==> config.mk <==
export PLATFORM = sky130hd
export DESIGN_NAME = div
export DESIGN_NICKNAME = d
export VERILOG_FILES = /design/src/rtl/div_pkg.sv /design/src/rtl/div_step.sv /design/src/rtl/div.sv
export SDC_FILE = /design/constraint.sdc
export NUM_CORES = 1
export LEC_CHECK = 0
export ABC_AREA = 1
export CAP_MARGIN = 20
export CORE_MARGIN = 8
export CORE_UTILIZATION = 60
export DETAILED_ROUTE_END_ITERATION = 8
export HOLD_SLACK_MARGIN = 0.08
export PLACE_DENSITY_LB_ADDON = 0.1
export REMOVE_ABC_BUFFERS = 1
export SETUP_SLACK_MARGIN = 0.05
export SLEW_MARGIN = 20
export SYNTH_ARGS = -nofsm -noshare
export SYNTH_HDL_FRONTEND = slang
export SYNTH_HIERARCHICAL = 1
export SYNTH_SLANG_ARGS = --single-unit
==> constraint.sdc <==
create_clock -name clk -period 12.2 [get_ports clk]
set_input_delay 2.44 -clock clk [delete_from_list [all_inputs] [get_ports clk]]
set_output_delay 2.44 -clock clk [all_outputs]
set_load 0.02 [all_outputs]
==> src/rtl/div_pkg.sv <==
// Shared types and helpers for the iterative restoring divider.
package div_pkg;

    // Widest operand the magnitude helper supports; div WIDTH must not exceed it.
    localparam int DIV_MAX_W = 64;

    typedef enum logic [2:0] {
        IDLE,
        LOAD,
        ITER,
        FIX,
        DONE
    } div_state_e;

    // Quotient returned for a zero divisor; sliced to WIDTH by the user.
    localparam logic [DIV_MAX_W-1:0] DIV_ZERO_Q = '1;

    // Caller sign-extends x from WIDTH; one spare bit above WIDTH keeps -2^(WIDTH-1) exact.
    function automatic logic [DIV_MAX_W-1:0] abs_ext(input logic [DIV_MAX_W-1:0] x,
                                                     input logic                 sgn);
        if (sgn && x[DIV_MAX_W-1]) begin
            return -x;
        end
        return x;
    endfunction

endpackage

==> src/rtl/div_step.sv <==
// One restoring-division step: shift {rem,quo} left, trial-subtract the divisor, keep if no borrow.
// Purely combinational; the top level registers the outputs once per ITER cycle.
module div_step #(
    parameter int WIDTH = 32
) (
    input  logic [WIDTH-1:0] rem_i,
    input  logic [WIDTH-1:0] quo_i,
    input  logic [WIDTH-1:0] divisor_i,
    output logic [WIDTH-1:0] rem_o,
    output logic [WIDTH-1:0] quo_o
);

    logic [WIDTH:0]   shifted;
    logic             fits;
    logic [WIDTH-1:0] trial;

    // The shifted partial remainder needs one extra bit before the subtract.
    assign shifted = {rem_i, quo_i[WIDTH-1]};
    assign fits    = shifted >= {1'b0, divisor_i};
    assign trial   = WIDTH'(shifted - {1'b0, divisor_i});

    always_comb begin
        rem_o = shifted[WIDTH-1:0];
        quo_o = {quo_i[WIDTH-2:0], 1'b0};
        if (fits) begin
            rem_o = trial;
            quo_o = {quo_i[WIDTH-2:0], 1'b1};
        end
    end

endmodule

==> src/rtl/div.sv <==
// Iterative restoring divider for DIV/DIVU/REM/REMU, one quotient bit per cycle.
// hold_o is high WIDTH+2 cycles for a normal divide, 1 cycle for zero-divisor/overflow; stall freezes all.
module div
    import div_pkg::*;
#(
    parameter int WIDTH = 32
) (
    input  logic             clk,
    input  logic             reset_n,
    input  logic             stall,
    input  logic [WIDTH-1:0] first_operand_i,
    input  logic [WIDTH-1:0] second_operand_i,
    input  logic             signed_i,
    input  logic             rem_i,
    input  logic             enable_i,
    output logic             hold_o,
    output logic [WIDTH-1:0] result_o
);

    localparam int CW = $clog2(WIDTH) + 1;
    localparam logic [CW-1:0]    LAST_CNT = CW'(WIDTH - 1);
    localparam logic [WIDTH-1:0] MIN_NEG  = {1'b1, {(WIDTH-1){1'b0}}};

    div_state_e       state_q, state_d;
    logic [CW-1:0]    count_q, count_d;
    logic [WIDTH-1:0] rem_q, rem_d;
    logic [WIDTH-1:0] quo_q, quo_d;
    logic [WIDTH-1:0] dvsr_q, dvsr_d;
    logic             sgn_q, sgn_d;
    logic             rem_sel_q, rem_sel_d;
    logic             neg_quo_q, neg_quo_d;
    logic             neg_rem_q, neg_rem_d;
    logic             hold_q, hold_d;
    logic [WIDTH-1:0] result_q, result_d;

    logic [WIDTH-1:0]     step_rem, step_quo;
    logic                 a_neg, b_neg;
    logic [DIV_MAX_W-1:0] abs_a, abs_b;
    logic [WIDTH-1:0]     quo_fixed, rem_fixed;
    logic [2*(DIV_MAX_W-WIDTH)-1:0] unused_abs_hi;

    // In LOAD, quo_q/dvsr_q still hold the raw latched dividend/divisor.
    assign a_neg = sgn_q & quo_q[WIDTH-1];
    assign b_neg = sgn_q & dvsr_q[WIDTH-1];
    assign abs_a = abs_ext({{(DIV_MAX_W-WIDTH){a_neg}}, quo_q}, sgn_q);
    assign abs_b = abs_ext({{(DIV_MAX_W-WIDTH){b_neg}}, dvsr_q}, sgn_q);
    assign unused_abs_hi = {abs_a[DIV_MAX_W-1:WIDTH], abs_b[DIV_MAX_W-1:WIDTH]};

    assign quo_fixed = neg_quo_q ? -quo_q : quo_q;
    assign rem_fixed = neg_rem_q ? -rem_q : rem_q;

    div_step #(
        .WIDTH (WIDTH)
    ) u_step (
        .rem_i     (rem_q),
        .quo_i     (quo_q),
        .divisor_i (dvsr_q),
        .rem_o     (step_rem),
        .quo_o     (step_quo)
    );

    always_comb begin
        state_d   = state_q;
        count_d   = count_q;
        rem_d     = rem_q;
        quo_d     = quo_q;
        dvsr_d    = dvsr_q;
        sgn_d     = sgn_q;
        rem_sel_d = rem_sel_q;
        neg_quo_d = neg_quo_q;
        neg_rem_d = neg_rem_q;
        hold_d    = hold_q;
        result_d  = result_q;

        unique case (state_q)
            IDLE, DONE: begin
                if (enable_i) begin
                    state_d   = LOAD;
                    quo_d     = first_operand_i;
                    dvsr_d    = second_operand_i;
                    sgn_d     = signed_i;
                    rem_sel_d = rem_i;
                    hold_d    = 1'b1;
                end else if (state_q == DONE) begin
                    state_d = IDLE;
                end
            end
            LOAD: begin
                if (dvsr_q == '0) begin
                    state_d  = DONE;
                    hold_d   = 1'b0;
                    result_d = rem_sel_q ? quo_q : DIV_ZERO_Q[WIDTH-1:0];
                end else if (sgn_q && (quo_q == MIN_NEG) && (dvsr_q == '1)) begin
                    state_d  = DONE;
                    hold_d   = 1'b0;
                    result_d = rem_sel_q ? '0 : quo_q;
                end else begin
                    state_d   = ITER;
                    count_d   = '0;
                    rem_d     = '0;
                    quo_d     = abs_a[WIDTH-1:0];
                    dvsr_d    = abs_b[WIDTH-1:0];
                    neg_quo_d = a_neg ^ b_neg;
                    neg_rem_d = a_neg;
                end
            end
            ITER: begin
                rem_d   = step_rem;
                quo_d   = step_quo;
                count_d = count_q + 1'b1;
                if (count_q == LAST_CNT) begin
                    state_d = FIX;
                end
            end
            FIX: begin
                state_d  = DONE;
                hold_d   = 1'b0;
                result_d = rem_sel_q ? rem_fixed : quo_fixed;
            end
            default: begin
                state_d = IDLE;
                hold_d  = 1'b0;
            end
        endcase
    end

    // Reset is active-high despite its name; stall gates every register update.
    always_ff @(posedge clk or posedge reset_n) begin
        if (reset_n) begin
            state_q   <= IDLE;
            count_q   <= '0;
            rem_q     <= '0;
            quo_q     <= '0;
            dvsr_q    <= '0;
            sgn_q     <= 1'b0;
            rem_sel_q <= 1'b0;
            neg_quo_q <= 1'b0;
            neg_rem_q <= 1'b0;
            hold_q    <= 1'b0;
            result_q  <= '0;
        end else if (!stall) begin
            state_q   <= state_d;
            count_q   <= count_d;
            rem_q     <= rem_d;
            quo_q     <= quo_d;
            dvsr_q    <= dvsr_d;
            sgn_q     <= sgn_d;
            rem_sel_q <= rem_sel_d;
            neg_quo_q <= neg_quo_d;
            neg_rem_q <= neg_rem_d;
            hold_q    <= hold_d;
            result_q  <= result_d;
        end
    end

    assign hold_o   = hold_q;
    assign result_o = result_q;

endmodule

# Yosys cells after proc, flatten, opt, wreduce, memory -nomap -nowiden

Index checks and enable logic that the tools add are counted.

Register bits after elaboration: 142
Latch bits: 0
Memory bits (writable): 0
Memory bits (read-only): 0
Input port bits: 70
Output and inout bits: 33
Word-level logic and storage cells: 99
Memories kept: 0

Add/sub/neg operators: 6
Multipliers: 0
Divide/modulo/power cells: 0
Magnitude comparators: 1
Eq/ne operators: 15
Shift-type cells: 0
Multiplexer cells: 40
Bitwise gates (word level): 7
Reduce and logical (&&, ||, !) cells: 19

Operators by type and width:

| kind                 | count |
|---|---|
| $mux 32              | 20 |
| $pmux 32 s2          | 3 |
| $neg 32->32          | 4 |
| $pmux 32 s3          | 1 |
| $eq 32x32->1 const B | 2 |
| $ge 33x32->1         | 1 |
| $logic_not 32->1     | 1 |
| $sub 32x32->32       | 1 |
| $mux 3               | 5 |
| $mux 6               | 2 |
| $ne 2x2->1 const B   | 6 |
| $pmux 3 s4           | 1 |
| $pmux 6 s2           | 1 |
| $reduce_and 4->1     | 3 |
| $reduce_and 6->1     | 2 |
| $reduce_and 3->1     | 3 |
| $add 6x1->6 const B  | 1 |
| $eq 3x2->1 const B   | 2 |
| $eq 6x5->1 const B   | 1 |
| $mux 1               | 6 |
| $ne 3x3->1 const B   | 2 |
| $reduce_bool 2->1    | 3 |
| $logic_and 1x1->1    | 4 |
| $not 1->1            | 4 |
| 8 further kinds      | 9 |

# Logic depth before layout (Yosys ltp)

Word-level depth: 7
Depth in mapped cells: 18

# Cells and area by module

Netlist, hierarchy kept.

Modules (own cells, without submodules):

| module   | instances | cells an instance | area each (um^2) | sequential area each (um^2) |
|---|---|---|---|---|
| div      | 1         | 1745              | 10794.1          | 3553.4 |
| div_step | 1         | 679               | 3400.8           | 0.0 |

# Worst setup path after synthesis

Ideal clock, no wire load.

Kind: input to register
From: in enable_i
To: reg dvsr_q[2]
Data arrival time: 3.215 ns
Setup slack: 8.862 ns
Stages on the path: 8
Buffers on the path: 2
Path through: nor2_1 -> nor2_1 -> and2_4 -> nand3_2 -> buf_6 -> buf_6 -> nand2_1 -> o21ai_1

Cells in the longest elaborated chain, start to end: 2

Ends and longest elaborated chain:

| element                           | RTL line   | source |
|---|---|---|
| start: declaration                | div.sv:15  | `input logic enable_i,` |
| $ne 2x2->1 (no source line)       | n/a        |  |
| $reduce_and 6->1 (no source line) | n/a        |  |
| end signal: assignment            | div.sv:146 | `dvsr_q <= dvsr_d;` |
| end: declaration                  | div.sv:28  | `logic [WIDTH-1:0] dvsr_q, dvsr_d;` |

No other way between the ends.
A chain may end at the register's enable or synchronous reset.

# Worst setup path after layout

From: in enable_i
To: reg dvsr_q[7]

Same word-level chain as after synthesis.

==> metrics <==
Reg2Reg Depth=9; DR pass1 iterations=6; RSZ-0062 raised after global routing=no; Ys Warns=6; core area=23300 sq um; fin crit share=0.331; cell row count=56; critical path class=in2reg; Clock Path Buffers=2; Die X=170 microns; IO Count=103; setup bufs post-CTS=0; syn avg cell area=5.86 sq um; register area=3550 sq um; max-cap check violation count=0; r2r setup slk=8830 ps; vias in the first global route=14600; pins over their slew limit=0; Area Growth Syn to Fin=10.2%; Finished Layout Cells=2767; f_max=248 MHz; Reg clk slew, reported paths=70 ps; CTS tree=done; count of final hold-check violations=0; status=complete, no violations; share of layout cells above drive strength 1=0.0453; dpl hpwl=36300 microns; Placed Cells incl. Taps=2733; Final ANT Viol Nets=0; root buffer cell=clkbuf_16; total gr overflow=0; sequential-to-total area share from yosys stat=0.250; pin count of the biggest net entering global routing=85; Cell variety after synth=50; multi-input logic area=8800 sq um; Die Y=170 microns; first-pass GRT wire length=76800 microns; Worst EP arrival=4330 ps; worst vdd ir=146 uV; CTS Buf Count=17; Clock Latency Late Sink=440 ps; type of destination of the critical path=flop; Worst Clk Skew=16.3 ps; Routed WL per cell=17.7 microns; reg2reg end=quo_q[14]; Initial Util=0.608; vias per std cell=5.76; Setup-failing EPs final=0; Overall Global Routing Usage=0.335; die area=28800 sq um; final routed DRC violation total=0; flops & latches, synth=142; initial antenna violation count=0; P_leak=0.00822 uW; Startpoint Class=input pin; Post-Syn Instances=2424; R2R Path Start=state_q[0]; Fillers=2220; area of the mapped netlist=14200 sq um; Routed WL=48900 microns; IO buf count=102; DRT iter0 DRCs=1898; Post-synth top flop=dfrtp_1; Async SR Flop Fraction=1.00; Period minus WS final=4030 ps; crit-path max FO=38; number of synthesized flops with an enable pin=0; Final Wtd Congestion=0.964; vias=15900; Setup TNS Final=0 ps; Antenna Cells=0; Hold Crit Class=reg2reg; Hold Path Depth=2; post-CTS sizing=0; Nets=2543; CTS sink cnt=142; WHS Endpoint=result_o[9]; Slew Limit Headroom=0.338; Critical Path RT=12500 ps; Worst Tran Pin Value=993 ps; Post-CTS Hold Buffers=0; H-tree depth=4; pwr dens=222 nW/um^2; HP Start=result_o[9]
worst max-delay path by stage:
| stage | startpoint | to | slack [ps] |
|---|---|---|---|
| 4_1_cts | enable_i | quo_q[4] | 7900 |
| 6_report | enable_i | dvsr_q[7] | 8170 |
| 3_5_place_dp | enable_i | quo_q[4] | 7400 |
| 3_3_place_gp | enable_i | quo_q[3] | 7540 |
| 2_1_floorplan | reset_n | count_q[0] | 5950 |
| 5_1_grt | reset_n | result_o[10] | 8030 |
per-stage QoR:
step                      hold slack (ps)  cell area, sq um  total power (uW)  setup slack (ps)  utilization
after floorplan                       476             13500              2170              5950            -
after global placement                457             15000              2790              7540        0.642
after detailed placement              465             15000              2850              7400        0.642
after CTS                             483             15600              3410              7900        0.668
after global routing                  495             15600              3730              8030        0.670
final                                 478             15600              3480              8170        0.670
cell families after synthesis:
kind of cell	Yosys count	synth area share
AO/OA/AOI/OAI	266	0.0998
XOR/XNOR	34	0.0210
adder cells (fa/ha/maj)	38	0.0340
buffers and inverters	425	0.130
flip-flops	142	0.250
multiplexers	13	0.00926
AND/OR/NAND/NOR	1506	0.455
power by group:
part / switching, uW / internal, uW / leakage, uW
combinational: 1410 / 638 / 0.00608
sequential: 246 / 626 / 0.00186
clock: 247 / 313 / 0.000280
critical path, stage by stage:
cell and delay, ps:
clkdlybuf4s50_1 510, nor2_1 100, nor2_1 140, and2_4 190, nand3_2 380, buf_16 340, nand2_1 90, o21ai_0 120
synth_stat cells, types with 12 or more instances:
cell type	count	area, sq um
o21ai_1	26	130
dfrtp_1	142	3550
a21oi_1	76	380
nand3b_1	21	158
xor2_1	30	263
nand3_1	267	1340
buf_2	24	120
inv_1	297	1110
buf_4	39	293
nand2_1	910	3420
nor3_1	15	75.1
clkbuf_1	45	169
ha_1	37	463
nand3_2	17	170
nor2_1	201	754
nand4_1	26	163
mux2i_1	12	120
o21ai_0	137	686
layout make-up:
| type | instances | area share |
|---|---|---|
| multi-input cells | 1857 | 0.563 |
| flip-flops and latches | 142 | 0.227 |
| inverters | 303 | 0.0731 |
| repair buffers | 114 | 0.0728 |
| clock buffers | 19 | 0.0283 |
| well taps | 319 | 0.0255 |
| clock inverters | 13 | 0.00984 |
registers in the layout, summed over array words and instances (netlist names), 3 cells and up:
| name | cells |
|---|---|
| dvsr_q | 32 |
| rem_q | 32 |
| quo_q | 32 |
| count_q | 6 |
| state_q | 3 |
| result_o | 32 |
cell usage in the layout, fill, tap and decap left out, types with 12 or more instances in the layout:
cell,Yosys,layout
mux2i_1,12,12
nand3_2,17,16
nand2_1,910,909
nor3_1,15,15
inv_1,297,296
o21ai_0,137,137
nand4_1,26,26
clkdlybuf4s50_1,0,102
clkbuf_16,0,17
ha_1,37,37
nor2_1,201,200
o21ai_1,26,26
nand3_1,267,267
nand3b_1,21,21
dfrtp_1,142,141
a21oi_1,76,76
xor2_1,30,30
routing by layer:
| layer | vias up | part of all wire | global-route usage |
|---|---|---|---|
| li1 | 7677 | - | - |
| met1 | 7287 | 0.40 | 0.423 |
| met2 | 814 | 0.47 | 0.553 |
| met3 | 163 | 0.081 | 0.0477 |
| met4 | 0 | 0.051 | 0.171 |
| met5 | - | 0 | 0 |
Power figures use the tool's default switching activity.
